### src/rtl/iter_divider.sv
// iter_divider: iterative radix-2 restoring divider, signed or unsigned.
// Responds to a start/ready handshake. A non-zero divide takes 33 cycles
// from the first start_i cycle to the ready_o pulse. A zero divisor
// returns 0 after 2 cycles.
module iter_divider #(
  parameter int WIDTH = 32
) (
  input  logic                 clk,
  input  logic                 rst,
  input  logic                 flush,
  input  logic                 annul_i,
  input  logic                 start_i,
  input  logic                 signed_div_i,
  input  logic [WIDTH-1:0]     opdata1_i,
  input  logic [WIDTH-1:0]     opdata2_i,
  output logic                 ready_o,
  output logic [2*WIDTH-1:0]   result_o
);

  localparam int CW = $clog2(WIDTH);

  typedef enum logic [1:0] {
    S_IDLE    = 2'd0,
    S_BUSY    = 2'd1,
    S_DIVZERO = 2'd2,
    S_DONE    = 2'd3
  } state_t;

  state_t               state_q;
  logic [CW-1:0]        cnt_q;
  // {partial remainder (WIDTH+1 bits), quotient (WIDTH bits)}
  logic [2*WIDTH:0]     work_q;
  logic [2*WIDTH:0]     work_d;
  logic [WIDTH-1:0]     divisor_q;
  logic                 negq_q;
  logic                 negr_q;
  logic [2*WIDTH-1:0]   result_q;

  logic [WIDTH+1:0]     trial;
  logic [WIDTH-1:0]     a_mag;
  logic [WIDTH-1:0]     b_mag;
  logic [WIDTH-1:0]     q_fix;
  logic [WIDTH-1:0]     r_fix;

  // Operand magnitudes for the unsigned datapath; |-2^31| = 2^31 still fits.
  always_comb begin
    a_mag = opdata1_i;
    b_mag = opdata2_i;
    if (signed_div_i && opdata1_i[WIDTH-1]) a_mag = -opdata1_i;
    if (signed_div_i && opdata2_i[WIDTH-1]) b_mag = -opdata2_i;
  end

  // One restoring step: shift left, trial-subtract the divisor from the
  // upper bits, keep the difference and set quotient bit 0 when it is
  // non-negative. The trial is one bit wider than the partial remainder,
  // so its MSB serves as the borrow/sign flag.
  always_comb begin
    trial = work_q[2*WIDTH:WIDTH-1] - {2'b00, divisor_q};
    if (trial[WIDTH+1]) begin
      work_d = {work_q[2*WIDTH-1:0], 1'b0};
    end else begin
      work_d = {trial[WIDTH:0], work_q[WIDTH-2:0], 1'b1};
    end
  end

  // Sign correction of the final iteration's quotient and remainder (mod 2^WIDTH).
  always_comb begin
    q_fix = work_d[WIDTH-1:0];
    r_fix = work_d[2*WIDTH-1:WIDTH];
    if (negq_q) q_fix = -work_d[WIDTH-1:0];
    if (negr_q) r_fix = -work_d[2*WIDTH-1:WIDTH];
  end

  // Control FSM plus datapath registers; reset beats abort beats normal flow.
  always_ff @(posedge clk) begin
    if (rst) begin
      state_q  <= S_IDLE;
      cnt_q    <= '0;
      result_q <= '0;
    end else if (flush || annul_i) begin
      state_q <= S_IDLE;
    end else begin
      case (state_q)
        S_IDLE: begin
          if (start_i) begin
            if (opdata2_i == '0) begin
              state_q <= S_DIVZERO;
            end else begin
              state_q   <= S_BUSY;
              cnt_q     <= '0;
              work_q    <= {{(WIDTH+1){1'b0}}, a_mag};
              divisor_q <= b_mag;
              negq_q    <= signed_div_i && (opdata1_i[WIDTH-1] ^ opdata2_i[WIDTH-1]);
              negr_q    <= signed_div_i && opdata1_i[WIDTH-1];
            end
          end
        end
        S_BUSY: begin
          if (!start_i) begin
            state_q <= S_IDLE;
          end else begin
            work_q <= work_d;
            cnt_q  <= cnt_q + 1'b1;
            if (cnt_q == CW'(WIDTH-1)) begin
              state_q  <= S_DONE;
              result_q <= {r_fix, q_fix};
            end
          end
        end
        S_DIVZERO: begin
          result_q <= '0;
          state_q  <= S_DONE;
        end
        default: begin
          state_q <= S_IDLE;
        end
      endcase
    end
  end

  assign ready_o  = (state_q == S_DONE);
  assign result_o = result_q;

endmodule

### config.mk
export PLATFORM = sky130hd
export DESIGN_NAME = iter_divider
export DESIGN_NICKNAME = d
export VERILOG_FILES = /design/src/rtl/iter_divider.sv
export SDC_FILE = /design/constraint.sdc
export NUM_CORES = 1
export LEC_CHECK = 0
export CORE_MARGIN = 3
export CORE_UTILIZATION = 30
export DETAILED_ROUTE_END_ITERATION = 7
export GPL_TIMING_DRIVEN = 0
export HOLD_SLACK_MARGIN = 0.03
export PLACE_DENSITY_LB_ADDON = 0.3
export SLEW_MARGIN = 20
export SYNTH_ARGS = -nofsm -noshare
export SYNTH_HDL_FRONTEND = slang
export SYNTH_SLANG_ARGS = --single-unit
### constraint.sdc
create_clock -name clk -period 18.6 [get_ports clk]
set_input_delay 4.65 -clock clk [delete_from_list [all_inputs] [get_ports clk]]
set_output_delay 4.65 -clock clk [all_outputs]
set_load 0.05 [all_outputs]
==> impl_metrics.toml, run 1 <==
[setup_path]
path_cells = "clkdlybuf4s50_1 -> nor3_1 -> nand3b_1 -> nor3_1 -> nor3b_1 -> nand3_1 -> nor4_2 -> buf_4 -> a21o_1 -> clkbuf_1 -> nor2_4 -> buf_12 -> buf_16"
reg2reg_from = "work_q[41]"
worstPathArrival_ns = 8.55
crit_type = "in -> reg"
critPathMostFrequentCell = "nor3_1"
cp-end-kind = "flip-flop"
critPathMaxFanout = 23
ff2ff_setup_slack_ns = 12.74
cp_top_family = "simple AND/OR/NAND/NOR gates"
required_ns = 18.79
reg2reg_depth = 21
crit_buf_inv = 5
r2r-end = "result_o[60]"
slowest_delay_ns = 0.52
critPathSlowestCell = "nor3b_1"
setup.worst_path.start_class = "input port"

[yosys]
synth_edf_count = 99
yosys.area_share.adder_pct = 4.43
syn_area_per_cell_um2 = 8.87
synth_compound_area_share_pct = 20.7
ys_ff_latch = 170
synth_xor_area_share_pct = 11.3
synth_seq_area_share_pct = 39.3
synth_top_family_by_area = "compound AO/OA/AOI/OAI gates"
async_flop_share_pct = 0
synth_fp_nets = 1371
synthSimpleGateAreaFrac_pct = 17.3
netlist_area_mm2 = 0.0112
synthCells = 1262
muxShareOfSynthArea_pct = 2.64
yosys_warnings = 0
ys_types = 77
synthFlopType = "edfxtp_1"

[detailed_routing]
viasPerCell = 5.36
drt-total-wl_um = 35500
postRouteAntennaNets = 0
drt-pass1-iter-count = 5
wl_per_cell_um = 18.6
drcViolationCount = 0
drtIter0Drc = 904
dr_total_vias = 10200

[finish]
post_layout_nonfiller_instances = 1905
fin_nets = 1533
area_delta_synth_final_pct = 23.7
n_antenna_cell = 0
layout-drive-gt1-share_pct = 6.05

[cts]
cts-hold-fix-buffers = 0
insertion_delay_ns = 0.44
cts_sinks = 170
cts_resized = 0
clockRootBuffer = "clkbuf_16"
htree_levels = 4
cts_buffers = 17
cts_tree = "yes"
cts_buffer_depth = 2
path_clk_slew_ns = 0.07
post_cts_buffers = 0

[global_route]
grt_pass1_vias = 9918
grt_max_degree = 24
use_met1_pct = 24.3
gr-usage-met2_pct = 28.7
met3_usage_pct = 2.43
grt.total_usage_pct = 17.7
grt_pass1_wl_um = 55000
antenna_found_initial = 0
globalRouteOverflowTotal = 0
top_usage_layer = "met2"

[placement]
port_buffers = 134
dp.cells = 1873
place.gp.congestion = 0.890
dp_hpwl_um = 28000

[sta]
relSlewSlack_pct = 39.8
rsz0062_at_grt = "no"
skew_ns = 0.0125
final.setup.tns_ns = 0
worstMarginPinSlew_ns = 0.896
setup_viol_count_final = 0
fin_worst_hold_slack_ns = 0.488
period_needed_ns = 8.36
max_freq_ghz = 0.120
hold_violations = 0
period_share_pct = 45.0
slew_viol_final = 0

[die]
core_mm2 = 0.0367
ios = 135
die_h_um = 199
die_x_um = 199
start_util_pct = 30.5
row_count = 70
fp.dieArea_mm2 = 0.0397

[job]
cap_violations = 0

[min_path]
holdPathStages = 1
hold_class = "reg -> reg"
min_from = "result_o[38]"
hold_end = "result_o[38]"

[pwr]
power_density_mw_per_mm2 = 64.5
leakagePower_nw = 4.95
ir_drop_uv = 57.0

[run_status]
status = "completed"
-- synth_stat cells, types with 10 or more instances --
cell / count / area share, %
nor2_1: 140 / 4.7
nand2_1: 116 / 3.9
edfxtp_1: 99 / 27
o21ai_0: 91 / 4.1
xnor2_1: 85 / 6.7
a21oi_1: 75 / 3.4
dfxtp_1: 71 / 13
xor2_1: 60 / 4.7
inv_1: 59 / 2.0
clkbuf_1: 41 / 1.4
ha_1: 38 / 4.2
a22oi_1: 37 / 2.5
nor3_1: 35 / 1.6
o31ai_1: 28 / 1.9
mux2i_1: 25 / 2.2
a22o_1: 23 / 1.8
or3_1: 19 / 1.1
nand3_1: 17 / 0.76
buf_2: 15 / 0.67
and2_1: 13 / 0.73
nor4_1: 13 / 0.73
a21o_1: 12 / 0.80
a31oi_1: 11 / 0.61
nand4_1: 11 / 0.61
nor2b_1: 10 / 0.56
-- area by class of cell --
class	instances	area (µm²)
buffer	61	259
clock buffer	18	429
clock inverter	14	183
fill	3697	22900
inverter	60	225
multi-input combinational	971	6340
sequential	170	4390
tap	468	586
timing repair buffer	143	1430
-- how the worst max path moves through the flow --
stage,from,end,slack (ns),cells after the start
after floorplan,opdata2_i[0],divisor_q[0],9.30,8
after CTS,opdata2_i[2],work_q[50],10.26,13
final,opdata2_i[2],work_q[50],10.24,13
after global placement,opdata2_i[0],divisor_q[28],6.52,9
after detailed placement,opdata2_i[2],work_q[58],9.81,13
after global routing,opdata2_i[2],work_q[50],9.94,13
-- metal layers --
| metal | vias up | wire length, µm |
|---|---|---|
| met5 | - | 0 |
| met4 | 0 | 928 |
| li1 | 4899 | - |
| met3 | 48 | 1970 |
| met1 | 4943 | 16200 |
| met2 | 313 | 16400 |
-- through the flow --
step / area, µm² / power [W] / util (%) / setup slack [ns]
4_1_cts: 13800 / 0.000899 / 37.7 / 10.26
6_report: 13800 / 0.000893 / 37.7 / 10.24
2_1_floorplan: 11200 / 0.000480 / - / 9.30
5_1_grt: 13800 / 0.000926 / 37.7 / 9.94
3_5_place_dp: 13200 / 0.000525 / 36.1 / 9.81
3_3_place_gp: 13100 / 0.000523 / 35.8 / 6.52
-- cells in the final DEF, fill, tap and decap left out, types with 28 or more instances in the layout --
| cell | count |
|---|---|
| nor3_1 | 35 |
| dfxtp_1 | 71 |
| a22oi_1 | 37 |
| ha_1 | 38 |
| edfxtp_1 | 99 |
| clkdlybuf4s50_1 | 134 |
| xor2_1 | 60 |
| o21ai_0 | 91 |
| o31ai_1 | 28 |
| clkbuf_1 | 42 |
| nand2_1 | 116 |
| nor2_1 | 139 |
| xnor2_1 | 85 |
| a21oi_1 | 75 |
| inv_1 | 59 |
-- registers in the layout (all words and copies together), names as in the netlist --
register	count
work_q	65
result_o	64
divisor_q	32
cnt_q	5
state_q	2
negq_q	1
negr_q	1
-- power breakdown --
part           switching [W]  internal (W)
logic              0.0000637     0.0000454
registers         0.00000366      0.000404
clock network       0.000172      0.000204
total               0.000239      0.000654
-- worst reg2reg max path: stages, from the launching register on --
cell	delay, ns
edfxtp_1	0.50
ha_1	0.33
buf_2	0.17
a21oi_1	0.30
o21ai_1	0.19
a21oi_1	0.22
a31oi_1	0.18
nor3_2	0.46
nor2_4	0.15
inv_2	0.26
buf_2	0.37
buf_2	0.39
nor2_1	0.09
a21oi_1	0.26
ha_1	0.33
nand3_1	0.11
a21oi_1	0.15
a41oi_1	0.15
nand4b_2	0.44
o41ai_2	0.40
xor2_1	0.11
a22o_1	0.20
-- cell families (layout without fill, tap and decap cells) --
group	count (synthesis)	in the layout
DFF	170	170
muxes	29	29
AOI/OAI and AO/OA	344	344
adders and majority gates	39	39
buffers and inverters	121	296
xor gates and xnor gates	145	145
and+or+nand+nor	414	414
Note: power is estimated with default switching activity, not from simulation.
==> run 2: changes to the inputs <==
==> constraint.sdc (replaced) <==
create_clock -name clk -period 6.9 [get_ports clk]
set_input_delay 1.725 -clock clk [delete_from_list [all_inputs] [get_ports clk]]
set_output_delay 1.725 -clock clk [all_outputs]
set_load 0.05 [all_outputs]
==> results of run 2 <==
The final DEF is identical to that of run 1. Status: completed.
Main changes from that run: setup slack after placement 9.81 ns -> 1.04 ns; setup slack after layout 10.24 ns -> 1.04 ns; start point of the critical path opdata2_i[2] -> work_q[41]; end point of the critical path work_q[50] -> result_o[60]; register-to-register setup slack 12.74 ns -> 1.04 ns; total power 0.000893 W -> 0.00241 W; worst IR drop on VDD 57.0 µV -> 154 µV
==> run 3: changes to the inputs <==
==> constraint.sdc (replaced) <==
create_clock -name clk -period 5.6 [get_ports clk]
set_input_delay 1.4 -clock clk [delete_from_list [all_inputs] [get_ports clk]]
set_output_delay 1.4 -clock clk [all_outputs]
set_load 0.05 [all_outputs]
==> run 3 against run 2 <==
Count of clock-buffer cells in the layout decreased by 1. First-iteration DRC count down 9.4%. Hold slack got worse by 0.016 ns. Clock power up 21%. Via count fell by 1.5%. Combinational power up 23%. Flip-flop and latch count is the same. Critical path type unchanged. Critical endpoint unchanged.
==> impl_metrics.toml, run 3 (synthesis gave the netlist of run 1 again) <==
[cts]
cts_buffers = 17
cts_buffer_depth = 2
insertion_delay_ns = 0.44
post_cts_buffers = 0
cts_tree = "yes"
cts_sinks = 170
clockRootBuffer = "clkbuf_16"
path_clk_slew_ns = 0.07
htree_levels = 4

[die]
fp.dieArea_mm2 = 0.0397
die_x_um = 199
ios = 135
die_h_um = 199
core_mm2 = 0.0367
row_count = 70
start_util_pct = 30.5

[setup_path]
critPathMaxFanout = 10
reg2reg_depth = 20
worstPathArrival_ns = 5.62
setup.worst_path.start_class = "flip-flop"
cp-end-kind = "flip-flop"
crit_type = "reg -> reg"
reg2reg_from = "work_q[41]"
startpoint = "work_q[41]"
required_ns = 5.94

[pwr]
power_density_mw_per_mm2 = 211
leakagePower_nw = 4.96
ir_drop_uv = 173
power.total_w = 0.00294

[finish]
fin_nets = 1531
regMostFlops = "work_q"
n_antenna_cell = 0
layout_common_cells = "nor2_1 (139), clkdlybuf4s50_1 (134), nand2_1 (116)"
area_delta_synth_final_pct = 24.4
layout-drive-gt1-share_pct = 6.27
largest_reg_flops = 65
layout_commonest_cell = "nor2_1"

[placement]
port_buffers = 134
dp_hpwl_um = 28300
dp_slack_ns = -0.161
place.gp.congestion = 0.898

[detailed_routing]
dr_total_vias = 10000
drcViolationCount = 0
wl_per_cell_um = 18.7
drtIter0Drc = 819
drt-pass1-iter-count = 5
drt-total-wl_um = 35700
viasPerCell = 5.28
postRouteAntennaNets = 0

[global_route]
grt.total_usage_pct = 17.6
grt_pass1_wl_um = 54200
grt_max_degree = 21
grt_pass1_vias = 9695
antenna_found_initial = 0
globalRouteOverflowTotal = 0

[sta]
worstMarginPinSlew_ns = 0.912
hold_violations = 0
max_freq_ghz = 0.190
period_needed_ns = 5.28
period_share_pct = 94.2
slew_viol_final = 0
rsz0062_at_grt = "no"
finalWorstSetupSlack_ns = 0.324
setup_viol_count_final = 0
relSlewSlack_pct = 38.7
skew_ns = 0.0108

[min_path]
min_from = "result_o[32]"
hold_class = "reg -> reg"
holdPathStages = 2

[job]
cap_violations = 0

[run_status]
status = "completed"
-- run 3: cell count changes in the layout (fill, tap and decap cells not counted), sizes merged --
cell / delta
inv: +3
clkbuf: -1
clkinv: +1
buf: -2
bufinv: -1
clkinvlp: -2
-- run 3: routing by layer --
layer	up-vias	track usage [%]	part of all wire [%]
met4	0	6.53	3.1
met1	4798	23.6	45
li1	4894	-	-
met3	47	4.08	6.6
met5	-	0	0
met2	308	27.8	45
-- run 3: report_power, final --
part	leakage (nW)	total [W]	switching (W)	internal [W]
registers	1.48	0.00135	0.0000126	0.00134
clock network	0.300	0.00122	0.000579	0.000641
logic	3.18	0.000362	0.000209	0.000153
total	4.96	0.00294	0.000801	0.00214
-- run 3: through the flow --
stage / setup TNS (ns) / utilization, % / area, µm² / hold WS [ns] / cells
2_1_floorplan: 0 / - / 11200 / 0.461 / 1262
3_3_place_gp: -111.50 / 35.8 / 13100 / 0.449 / 1864
3_5_place_dp: -0.348 / 36.2 / 13300 / 0.460 / 1871
4_1_cts: 0 / 37.8 / 13900 / 0.472 / 1903
5_1_grt: 0 / 37.9 / 13900 / 0.490 / 1903
6_report: 0 / 37.9 / 13900 / 0.472 / 1903
-- run 3: path summary, 6_finish.rpt --
check	slack [ns]	end
max reg2reg	0.32	result_o[60]
min	0.47	result_o[32]
min reg2reg	0.47	result_o[32]
max	0.32	result_o[60]
-- run 3: layout make-up --
class	instances	area, µm²
fillers	3701	22800
multi-input cells	971	6390
flip-flops and latches	170	4390
repair buffers	141	1450
well taps	468	586
clock buffers	17	425
plain buffers	61	264
inverters	60	228
clock inverters	15	179
-- run 3: repair_timing --
action,in CTS,in global routing
setup endpoints to repair,5,7
hold buffers,0,0
gates resized for setup,3,8
pin swaps,0,0
-- run 3: worst max-delay path: stages, from the launching register on --
cell and delay, ns:
edfxtp_1 0.47, ha_1 0.32, buf_2 0.17, a21oi_1 0.26, o21ai_1 0.17, a21oi_1 0.32, a31oi_4 0.16, nor3_4 0.34
nor2_4 0.13, inv_4 0.19, buf_4 0.26, buf_4 0.29, mux2i_2 0.33, ha_2 0.29, nand3_1 0.10, a21oi_1 0.16
a41oi_1 0.15, nand4b_4 0.35, o41ai_2 0.38, xor2_1 0.11, a22o_1 0.20
